==> config.mk <==
export PLATFORM = sky130hd
export DESIGN_NAME = blink_rtc
export DESIGN_NICKNAME = d
export VERILOG_FILES = /design/src/rtl/blink_pkg.sv /design/src/rtl/blink_modcnt.sv /design/src/rtl/blink_rtc.sv
export SDC_FILE = /design/constraint.sdc
export NUM_CORES = 1
export LEC_CHECK = 0
export ABC_CLOCK_PERIOD_IN_PS = 2500
export CORE_MARGIN = 3
export CORE_UTILIZATION = 58
export CTS_CLUSTER_SIZE = 14
export DETAILED_ROUTE_END_ITERATION = 16
export HOLD_SLACK_MARGIN = 0.02
export PLACE_DENSITY = 0.82
export SLEW_MARGIN = 20
export SYNTH_ARGS = -nofsm -noshare
export SYNTH_HDL_FRONTEND = slang
export SYNTH_SLANG_ARGS = --single-unit
export TNS_END_PERCENT = 5
==> constraint.sdc <==
create_clock -name mck -period 2.5 [get_ports mck]
set_input_delay 0.25 -clock mck [delete_from_list [all_inputs] [get_ports mck]]
set_output_delay 0.25 -clock mck [all_outputs]
set_load 0.05 [all_outputs]
==> src/rtl/blink_pkg.sv <==
// Shared constants for the blink RTC: I/O port map and status bit positions.
package blink_pkg;

    localparam logic [7:0] RTC_TACK = 8'hB4;
    localparam logic [7:0] RTC_TMK  = 8'hB5;
    localparam logic [7:0] RTC_TSTA = 8'hB5;
    localparam logic [7:0] RTC_TIM0 = 8'hD0;
    localparam logic [7:0] RTC_TIM1 = 8'hD1;
    localparam logic [7:0] RTC_TIM2 = 8'hD2;
    localparam logic [7:0] RTC_TIM3 = 8'hD3;
    localparam logic [7:0] RTC_TIM4 = 8'hD4;

    localparam int TSTA_TICK = 0;
    localparam int TSTA_SEC  = 1;
    localparam int TSTA_MIN  = 2;

endpackage

==> src/rtl/blink_modcnt.sv <==
// Mod-MOD counter with enable and synchronous clear; carry marks the wrapping increment.
module blink_modcnt #(
    parameter int MOD = 4,
    parameter int W   = 2
) (
    input  logic         mck,
    input  logic         rin,
    input  logic         en,
    input  logic         clr,
    output logic [W-1:0] value,
    output logic         carry
);

    localparam logic [W-1:0] LAST = W'(MOD - 1);

    logic [W-1:0] cnt_q, cnt_d;

    always_comb begin
        cnt_d = cnt_q;
        if (clr) begin
            cnt_d = '0;
        end else if (en) begin
            cnt_d = (cnt_q == LAST) ? '0 : cnt_q + 1'b1;
        end
    end

    always_ff @(posedge mck) begin
        if (rin) begin
            cnt_q <= '0;
        end else begin
            cnt_q <= cnt_d;
        end
    end

    assign value = cnt_q;
    assign carry = en & (cnt_q == LAST);

endmodule

==> src/rtl/blink_rtc.sv <==
// Blink RTC: prescaler -> tick/second/minute cascade, latched status with mask/ack,
// and a Z80 I/O read port with a minute/second snapshot taken on TIM0 reads.
module blink_rtc
    import blink_pkg::*;
#(
    parameter int CLK_DIV  = 49152,
    parameter int TICK_MAX = 200,
    parameter int SEC_MAX  = 60,
    parameter int MIN_W    = 21
) (
    input  logic       mck,
    input  logic       rin,
    input  logic       tim_clr,
    input  logic       reg_wr,
    input  logic       reg_rd,
    input  logic [7:0] reg_adr,
    input  logic [7:0] reg_wdat,
    output logic [7:0] reg_rdat,
    output logic       rd_hit,
    output logic [2:0] tsta,
    output logic       rtc_int
);

    localparam int PW  = $clog2(CLK_DIV);
    localparam int T0W = $clog2(TICK_MAX);
    localparam int T1W = $clog2(SEC_MAX);

    logic [PW-1:0]    presc_unused;
    logic [T0W-1:0]   tim0;
    logic [T1W-1:0]   tim1;
    logic             tick_ev, sec_ev, min_ev;
    logic [MIN_W-1:0] timm_q, timm_d;
    logic [2:0]       tsta_q, tsta_d, tmk_q, tmk_d, ev, ack;
    logic [T1W-1:0]   snap_tim1_q, snap_tim1_d;
    logic [MIN_W-1:0] snap_timm_q, snap_timm_d;
    logic [23:0]      snap_ext;
    logic [7:0]       rd_data, reg_rdat_q, reg_rdat_d;
    logic             rd_sel, rd_hit_q, rd_hit_d, snap_take;
    logic             wdat_unused;

    assign wdat_unused = &reg_wdat[7:3];

    blink_modcnt #(.MOD(CLK_DIV), .W(PW)) u_presc (
        .mck(mck), .rin(rin), .en(~tim_clr), .clr(tim_clr),
        .value(presc_unused), .carry(tick_ev)
    );

    blink_modcnt #(.MOD(TICK_MAX), .W(T0W)) u_tim0 (
        .mck(mck), .rin(rin), .en(tick_ev), .clr(tim_clr),
        .value(tim0), .carry(sec_ev)
    );

    blink_modcnt #(.MOD(SEC_MAX), .W(T1W)) u_tim1 (
        .mck(mck), .rin(rin), .en(sec_ev), .clr(tim_clr),
        .value(tim1), .carry(min_ev)
    );

    // New events are OR-ed in after the ack mask so a coincident ack never loses one.
    always_comb begin
        ev            = '0;
        ev[TSTA_TICK] = tick_ev;
        ev[TSTA_SEC]  = sec_ev;
        ev[TSTA_MIN]  = min_ev;
        ack           = (reg_wr && reg_adr == RTC_TACK) ? reg_wdat[2:0] : 3'b000;
        tsta_d        = (tsta_q & ~ack) | ev;
        tmk_d         = (reg_wr && reg_adr == RTC_TMK) ? reg_wdat[2:0] : tmk_q;
        timm_d        = tim_clr ? '0 : (min_ev ? timm_q + 1'b1 : timm_q);
        snap_take     = reg_rd && (reg_adr == RTC_TIM0);
        snap_tim1_d   = snap_take ? tim1 : snap_tim1_q;
        snap_timm_d   = snap_take ? timm_q : snap_timm_q;
    end

    assign snap_ext = 24'(snap_timm_q);

    always_comb begin
        rd_sel  = 1'b1;
        rd_data = 8'h00;
        case (reg_adr)
            RTC_TSTA: rd_data = {5'b00000, tsta_q};
            RTC_TIM0: rd_data = 8'(tim0);
            RTC_TIM1: rd_data = 8'(snap_tim1_q);
            RTC_TIM2: rd_data = snap_ext[7:0];
            RTC_TIM3: rd_data = snap_ext[15:8];
            RTC_TIM4: rd_data = snap_ext[23:16];
            default:  rd_sel  = 1'b0;
        endcase
        rd_hit_d   = reg_rd & rd_sel;
        reg_rdat_d = rd_hit_d ? rd_data : reg_rdat_q;
    end

    always_ff @(posedge mck) begin
        if (rin) begin
            timm_q      <= '0;
            tsta_q      <= '0;
            tmk_q       <= '0;
            snap_tim1_q <= '0;
            snap_timm_q <= '0;
            reg_rdat_q  <= '0;
            rd_hit_q    <= 1'b0;
        end else begin
            timm_q      <= timm_d;
            tsta_q      <= tsta_d;
            tmk_q       <= tmk_d;
            snap_tim1_q <= snap_tim1_d;
            snap_timm_q <= snap_timm_d;
            reg_rdat_q  <= reg_rdat_d;
            rd_hit_q    <= rd_hit_d;
        end
    end

    assign reg_rdat = reg_rdat_q;
    assign rd_hit   = rd_hit_q;
    assign tsta     = tsta_q;
    assign rtc_int  = |(tsta_q & tmk_q);

endmodule

== After elaboration in Yosys (flattened, before gate mapping) ==
Cells that the tools add are included.
Storage, ports and cells
  memories kept: 0
  ROM bits: 0
  word-level logic and storage cells: 45
  RAM bits: 0
  output and inout port bits: 13
  register bits after elaboration: 93
  latch bits: 0
  bits of input ports: 21
Operators by class
  reductions and logical operators: 7
  add/sub/neg operators: 4
  bitwise operators: 9
  $lt $le $gt $ge: 0
  equal/unequal tests: 10
  divide/modulo/power cells: 0
  multipliers: 0
  shift operators: 0
  mux-type cells: 5
Operators by type and width (count)
  8-bit == test (second input constant): 8
  8-bit one-hot mux with 6 select lines: 1
  21-bit by 1-bit adder with 21-bit output (second input constant): 1
  16-bit by 1-bit adder with 16-bit output (second input constant): 1
  16-bit == test (second input constant): 1
  8-bit by 1-bit adder with 8-bit output (second input constant): 1
  8-bit two-way mux: 1
  6-bit by 1-bit adder with 6-bit output (second input constant): 1
  3-bit AND: 2
  6-bit == test (second input constant): 1
  6-bit two-way mux: 1
  3-bit OR reduction: 2
  6-bit OR reduction: 1
  1-bit AND: 4
  1-bit logical AND: 3
  3-bit two-way mux: 1
  3-bit NOT: 1
  3-bit OR: 1
  2-bit OR reduction: 1
  1-bit two-way mux: 1
  1-bit NOT: 1

== Depth between registers and ports, before layout ==
Gate-level depths: netlist (run 1).
  word-level depth: 6
  depth in mapped cells: 8
  gate-level depth less buffers: 6

== Modules after synthesis ==
A second synthesis (run 1) with hierarchy kept.
Second synthesis, totals
  cell total of the unflattened synthesis: 456
  area total of the unflattened synthesis: 4316.6 um^2
By module, submodules not included
  blink_rtc: cells an instance 304, area each 2905.3 um^2, times used 1, seq. area each 1261.2 um^2
  blink_modcnt at u_presc: cells an instance 80, area each 734.5 um^2, times used 1, seq. area each 320.3 um^2
  blink_modcnt at u_tim0: cells an instance 43, area each 396.6 um^2, times used 1, seq. area each 160.2 um^2
  blink_modcnt at u_tim1: cells an instance 29, area each 280.3 um^2, times used 1, seq. area each 120.1 um^2

== Worst setup path after synthesis (run 1) ==
No wires, ideal clock.
  path type: flip-flop to flip-flop
  start: reg u_presc.cnt_q[0], in the netlist u_presc.value[0]
  end: reg timm_q[19]
  data arrival time: 2229 ps
  slack: 199 ps
  stages on the path, launching flop included: 9
  setup time: 72 ps
  period minus slack after synthesis: 2301 ps
  cells stage by stage: dfxtp_1 > ha_1 > nand4_2 > or2_1 > buf_6 > or4_4 > buf_2 > nor4_2 > mux2i_1
Between the ends
  longest elaborated chain between the ends: 4
RTL lines
  start, declared: RTL line blink_modcnt.sv:16  | logic [W-1:0] cnt_q, cnt_d;
  start signal, assigned: RTL line blink_modcnt.sv:31  | cnt_q <= cnt_d;
  16-bit == test: RTL line blink_modcnt.sv:36  | assign carry = en & (cnt_q == LAST);
  1-bit AND (3 in a row): RTL line blink_modcnt.sv:36
  end signal, assigned: RTL line blink_rtc.sv:101  | timm_q <= timm_d;
  end, declared: RTL line blink_rtc.sv:32  | logic [MIN_W-1:0] timm_q, timm_d;
Every way passes these cells.
A chain may end at the register's enable or synchronous reset.

== Worst setup path in the final report (run 1) ==
  start: reg u_presc.cnt_q[0], in the netlist u_presc.value[0]
  end: reg u_tim0.cnt_q[6], in the netlist u_tim0.value[6]
Between the ends
  longest elaborated chain between the ends: 2
RTL lines (RTL line)
  16-bit == test: blink_modcnt.sv:36
  1-bit AND: blink_modcnt.sv:36
  end signal, assigned: blink_modcnt.sv:31
  end, declared: blink_modcnt.sv:16
Every way passes these cells.

==> results.ini, run 1 <==
[clocking]
cts_tree = built
clk_pin_slew_ps = 100
clk_latency_ps = 370
holdBufCountCts = 0
clockRootBuffer = clkbuf_8
cts-resized-gates = 0
post_cts_buffers = 0
cts_sinks = 93
htreeDepth = 3
cts_buffers = 9
clk_path_buf_depth = 2

[sta]
finalHoldViolations = 0
setup_viol = 0
worst-slew-pin-transition_ps = 571
final.setup.tns_ps = 0
maxSlewViolCount = 0
clock_skew_ps = 8.78
period_needed_ps = 2350
timing.final.crit_share = 0.939
maxSlewHeadroom = 0.620
rsz0062_at_grt = false
timing.fmax_ghz = 0.426

[synthesis]
synthAdderAreaFrac = 0.0114
synthArstFlopShare = 0
synthesis.area_um2 = 4380
synthesis.nets = 563
yosys.area_share.simple = 0.305
synthCells = 538
yosysSeqAreaShare = 0.425
syn_avg_cell_area_um2 = 8.15
synth-edff-count = 0
synth_ff_type = dfxtp_1
ys_ff_latch = 93
synth_compound_area_frac = 0.139
synth_xor_area_frac = 0.0360
ys_warn_count = 0
synth_top_family_by_area = simple AND/OR/NAND/NOR gates
muxShareOfSynthArea = 0.0451
synth.distinct_cells = 49

[worst_setup_path]
start_kind = register
critPathArrivalTime_ps = 2650
rr_worst_depth = 6
timing.rr.start = u_presc.value[0]
end_kind = register
crit_path_start = u_presc.value[0]
crit_fanout = 6
path_class = reg2reg
required_ps = 2800

[placement]
port_buffers = 28
place_hpwl_um = 7530
placed_cells = 652
place_congestion = 0.834

[cells_and_area]
num-nets-final = 589
syn_to_final_growth_pct = 14.0
layout-drive-gt1-share = 0.0879
final_cell_mix = nand2_1, dfxtp_1, a21oi_1, nor2_1, nand3_1
antenna_cells = 0
stdcell_count = 668

[route]
wire_per_inst_um = 15.7
drc = 0
drt_iter0_drc = 324
vias = 4071
via_per_inst = 6.09
firstDrtPassIters = 5
ant_nets = 0
wl_um = 10500

[global_route]
grt_max_degree = 31
grt_pass1_vias = 3775
grt_pass1_wl_um = 17700
antenna_found_initial = 0
grt_overflow = 0
gr-usage-all-layers = 0.253

[floorplanning]
die-height_um = 92.9
io_pins = 34
coreArea_um2 = 7290
start_util = 0.601
die_area_um2 = 8640
die_x_um = 92.9
num_rows = 31

[hold_path]
hp-class = in2reg
hold_start = rin
hold_path_depth = 2

[job]
drv_cap = 0

[pwr]
p_total_uw = 2610
leakagePower_uw = 0.00163
peakVddDrop_uv = 345
p_per_area_nw_per_um2 = 522

[run_status]
status = completed

## kinds of logic after synthesis
logic type,count (synthesis)
and+or+nand+nor,265
buffers and inverters,42
DFF,93
AOI/OAI and AO/OA,100
adders and majority gates,4
muxes,16
xor gates and xnor gates,18
## critical path, stage by stage (launching register included)
cell     delay, ps
dfxtp_1        380
ha_1           240
nand4_2        120
or2_1          310
or4_4          590
or4_1          500
a21oi_1        150
## report_power, final
part	switching, µW	total (µW)	internal, µW	leakage [µW]
sequential	1.90	1480	1480	0.000749
clock	547	1010	465	0.0000918
combinational	66.8	112	45.4	0.000785
total	616	2610	1990	0.00163
## sequential cells by signal, summed over array words and instances (netlist names)
register / count
snap_timm_q: 21
timm_q: 21
u_presc.value: 16
reg_rdat: 8
u_tim0.value: 8
snap_tim1_q: 6
u_tim1.value: 6
tmk_q: 3
tsta: 3
rd_hit: 1
## layer usage
| layer | part of all wire | global-route usage | vias to the layer above |
|---|---|---|---|
| met5 | 0 | 0 | - |
| met4 | 0.023 | 0.107 | 0 |
| met3 | 0.057 | 0.0577 | 23 |
| li1 | - | - | 1980 |
| met2 | 0.50 | 0.419 | 127 |
| met1 | 0.43 | 0.315 | 1941 |
## final timing paths
check               endpoint  slack (ps)
max          u_tim0.value[6]         150
min reg2reg      reg_rdat[6]         460
min                   rd_hit         320
max reg2reg  u_tim0.value[6]         150
## layout make-up
cell class	count	area, µm²
fillers	624	2300
clock buffers	9	124
well taps	99	124
clock inverters	7	75.1
inverters	9	33.8
multi-input cells	403	2350
flip-flops and latches	93	1860
repair buffers	48	425
## Yosys cell counts (3+ instances only)
cell type  count  share of area
a21oi_1       51          0.058
a22oi_1        3         0.0051
and2_1         4         0.0057
and3_1         7          0.010
and4_1         5          0.010
buf_2          4         0.0046
clkbuf_1      26          0.022
dfxtp_1       93           0.42
ha_1           4          0.011
inv_1          9         0.0077
mux2i_1       13          0.030
mux4_2         3          0.015
nand2_1       93          0.080
nand2b_1       4         0.0057
nand3_1       38          0.043
nand3b_1       3         0.0051
nand4_1        8          0.011
nand4b_1       3         0.0060
nor2_1        46          0.039
nor3_1         8         0.0091
nor4_1         5         0.0071
nor4_2         4          0.011
o211ai_1       4         0.0069
o21ai_0       16          0.018
o311ai_1       6          0.012
o41ai_1        6          0.012
or2_2          3         0.0043
or3_1         17          0.024
or4_1          7          0.012
xnor2_1       11          0.022
xor2_1         7          0.014
## through the flow
step           instance area (µm²)   util  hold slack [ps]  setup slack (ps)
2_1_floorplan                 4380      -              397               199
3_3_place_gp                  4800  0.658              441               165
3_5_place_dp                  4800  0.658              448              92.0
4_1_cts                       4990  0.685              313              70.2
5_1_grt                       4990  0.685              362              2.27
6_report                      4990  0.685              324               152
Note: power is estimated with default switching activity, not from simulation.
==> inputs of run 2 (changes only) <==
- HOLD_SLACK_MARGIN: 0.02 -> 0.06
==> results of run 2 <==
Final layout, timing and power as in run 1 (identical DEF).
==> inputs of run 3 (changes only) <==
- ABC_AREA: default -> 1
- ABC_CLOCK_PERIOD_IN_PS: 2500 -> 2600
- CORE_UTILIZATION: 58 -> 59
- PLACE_DENSITY: 0.82 -> 0.83
- SYNTH_HIERARCHICAL: default -> 1
- clock period: 2.5 -> 2.6 ns (I/O delays scaled with it)
==> run 3 against run 2 <==
  * Non-clock buffer count is 2 higher
  * Clock-buffer cell count is 1 higher
  * Synthesized cell count is 22% higher
  * Utilization is 3.7 points higher
  * Final cell count is 21% higher
  * Clock power hardly changed
  * Final area is 7.7% higher
  * Critical path type unchanged
  * Largest power group unchanged
==> results.ini, run 3 <==
[worst_setup_path]
reg2reg_to = timm_q[17]
reg2reg_slack_ps = 180  ; +30 ps
end_kind = register
slowest_delay_ps = 380  ; -210 ps
crit_fanout = 5  ; -1
crit_buf_inv = 4  ; +4
path_common_cell = nor2_4
cp_slowest_cell = dfxtp_4
cp_cell_sequence = ha_4 -> nand3_2 -> nor2_4 -> nand2_2 -> nor2_4 -> nand2_2 -> nor2_4 -> inv_1 -> nor2_4 -> nand2_2 -> inv_2 -> nand3_2 -> inv_4 -> nand3_1 -> nor3_2 -> buf_4 -> nand3_1 -> nand2_1 -> nor2_1
critPathTopFamily = simple AND/OR/NAND/NOR gates
critPathArrivalTime_ps = 2680  ; +30 ps
required_ps = 2860  ; +60 ps
timing.rr.start = u_presc/value[0]
rr_worst_depth = 19  ; +13
start_kind = register
path_class = reg2reg

[clocking]
clk_pin_slew_ps = 100  ; about the same
htreeDepth = 3  ; unchanged
cts_tree = built
cts_sinks = 93  ; unchanged
clk_path_buf_depth = 2  ; unchanged
cts_buffers = 9  ; unchanged
holdBufCountCts = 0  ; unchanged
clk_latency_ps = 380  ; about the same
clockRootBuffer = clkbuf_8

[cells_and_area]
syn_to_final_growth_pct = 15.9
num-nets-final = 726  ; +23%
antenna_cells = 0  ; unchanged
multiInputGateArea_um2 = 2410  ; +2.7%
layout-drive-gt1-share = 0.156  ; +0.0679
final_common_cell = nand2_1
final-seq-area_um2 = 1870  ; +0.60%
num-fill-cells = 601  ; -3.7%
final_cell_mix = nand2_1, dfxtp_1, nor2_1, inv_1, a21oi_1

[sta]
timing.fmax_ghz = 0.414  ; -2.8%
maxSlewViolCount = 0  ; unchanged
timing.final.crit_share = 0.929  ; -0.0103
worst-slew-pin-transition_ps = 596  ; +25.0 ps
clock_skew_ps = 14.8  ; +6.00 ps
fin_ws_ps = 184  ; +33.0 ps
setup_viol = 0  ; unchanged
rsz0062_at_grt = false
period_needed_ps = 2420  ; +67.0 ps
maxSlewHeadroom = 0.602  ; -0.0171
finalHoldViolations = 0  ; unchanged

[pwr]
clkPwrFrac = 0.399  ; +0.011
switching_share = 0.242  ; +0.00625
leakagePower_uw = 0.00200  ; +23%
internal-power_uw = 1960  ; -1.6%
pwr-share-comb = 0.049  ; +0.006
p_per_area_nw_per_um2 = 481  ; -7.8%
power_frac_seq = 0.551  ; -0.018
p_switching_uw = 627  ; +1.9%
peakVddDrop_uv = 354  ; +2.5%
p_total_uw = 2590  ; -0.74%

[route]
wl_um = 11000  ; +5.1%
ant_nets = 0  ; unchanged
wire_per_inst_um = 13.7  ; -13%
vias = 4364  ; +7.2%
drt_iter0_drc = 352  ; +8.6%
drc = 0  ; unchanged
via_per_inst = 5.42  ; -11%
firstDrtPassIters = 5  ; unchanged

[hold_path]
hold-path-endpoint = tmk_q[1]
hold_start = reg_wdat[1]
hold_path_depth = 3  ; +1
hp-class = in2reg

[global_route]
grt_pass1_wl_um = 18100  ; +2.5%
grt_overflow = 0  ; unchanged
grt_max_degree = 39  ; +26%
grt_pass1_vias = 3953  ; +4.7%
gr-usage-all-layers = 0.253  ; +0.000940
antenna_found_initial = 0  ; unchanged

[placement]
place_congestion = 0.894  ; +7.2%
pre_cts_ws_ps = -34.8  ; -127 ps
port_buffers = 28  ; unchanged
place_hpwl_um = 8020  ; +6.5%

[floorplanning]
die-height_um = 94.7  ; +1.9%
num_rows = 31  ; unchanged
die_x_um = 94.7  ; +1.9%
coreArea_um2 = 7450  ; +2.1%
start_util = 0.623  ; +0.0221
io_pins = 34  ; unchanged
die_area_um2 = 8970  ; +3.8%

[job]
drv_cap = 0  ; unchanged

[synthesis]
synthCells = 657  ; +22%
synth.most_common_cell = nand2_1
yosysSeqAreaShare = 0.401  ; -0.0236
synth_ff_type = dfxtp_1
synthesis.nets = 682  ; +21%
syn_avg_cell_area_um2 = 7.06  ; -13%
synth.distinct_cells = 39  ; -20%
ys_warn_count = 6  ; +6
synthesis.area_um2 = 4640  ; +5.9%
ys_ff_latch = 93  ; unchanged
synth_top_area_share = 0.401  ; -0.0236
yosysTopAreaCell = dfxtp_1
synthTopCellsByArea = dfxtp_1, nand2_1, nor2_1
synth_commonest_cells = nand2_1, dfxtp_1, nor2_1, inv_1, a21oi_1
synthArstFlopShare = 0  ; unchanged
synth-edff-count = 0  ; unchanged

[run_status]
status = completed

-- run 3: changes by cell type after synthesis, sizes merged, moves of 20 or more --
cell    change
inv        +69
clkbuf     -20
nand2      +50
nand3      +26
nor2       +61
-- run 3: cell type report --
class / count / share of cell area
Clock buffer: 10 / 0.0256
Timing Repair Buffer: 50 / 0.0828
Multi-Input combinational cell: 467 / 0.449
Sequential cell: 93 / 0.348
Tap cell: 99 / 0.0230
Clock inverter: 6 / 0.0140
Inverter: 80 / 0.0572
-- run 3: logic make-up after synthesis --
group                      after synthesis  synth area share
adders and majority gates                4            0.0108
and+or+nand+nor                        342             0.346
xor gates and xnor gates                12            0.0226
muxes                                    2           0.00431
buffers and inverters                   97            0.0917
DFF                                     93             0.401
AOI/OAI and AO/OA                      107             0.123
-- run 3: worst register-to-register path, stage by stage, from the launching register on --
cell and delay (ps):
dfxtp_4 380, ha_4 140, nand3_2 110, nor2_4 110, nand2_2 90, nor2_4 100, nand2_2 70, nor2_4 100
inv_1 70, nor2_4 100, nand2_2 70, inv_2 60, nand3_2 110, inv_4 100, nand3_1 130, nor3_2 240
buf_4 160, nand3_1 70, nand2_1 70, nor2_1 40
-- run 3: timing repair --
| item | 4_1_cts | 5_1_grt |
|---|---|---|
| setup buffers | 0 | 1 |
| resized for setup | 0 | 17 |
| endpoints found under the setup margin | 0 | 14 |
-- run 3: power by group through the flow --
stage          clock network, µW  registers (µW)  logic, µW
2_1_floorplan                  0            1470       67.9
3_3_place_gp                   0            1460        122
3_5_place_dp                   0            1460        125
4_1_cts                     1040            1430        126
5_1_grt                     1110            1430        139
6_report                    1030            1430        128
-- run 3: worst max path at each step --
stage                           startpoint         end  slack [ps]  depth (start not counted)
after floorplan           u_presc/value[0]  timm_q[11]          -8                         20
after global placement             tim_clr  timm_q[19]          60                         19
after detailed placement           tim_clr  timm_q[11]         -30                         20
after CTS                 u_presc/value[0]  timm_q[17]          90                         19
after global routing      u_presc/value[0]  timm_q[11]         0.2                         19
final                     u_presc/value[0]  timm_q[17]         180                         19
-- run 3: through the flow --
step	setup TNS, ps	cells	hold WS [ps]	utilization	area, µm²
floorplan	-17.0	657	337	-	4660
global placement	0	788	443	0.685	5100
detailed placement	-68.2	788	444	0.685	5100
CTS	0	804	460	0.713	5310
global route	0	805	465	0.722	5380
finish	0	805	460	0.722	5380
-- run 3: per-layer routing --
metal  vias up  part of all wire  track usage
li1       2193                 -            -
met1      1973              0.43        0.315
met2       167              0.49        0.432
met3        31             0.057       0.0462
met4         0             0.029        0.105
met5         -                 0            0
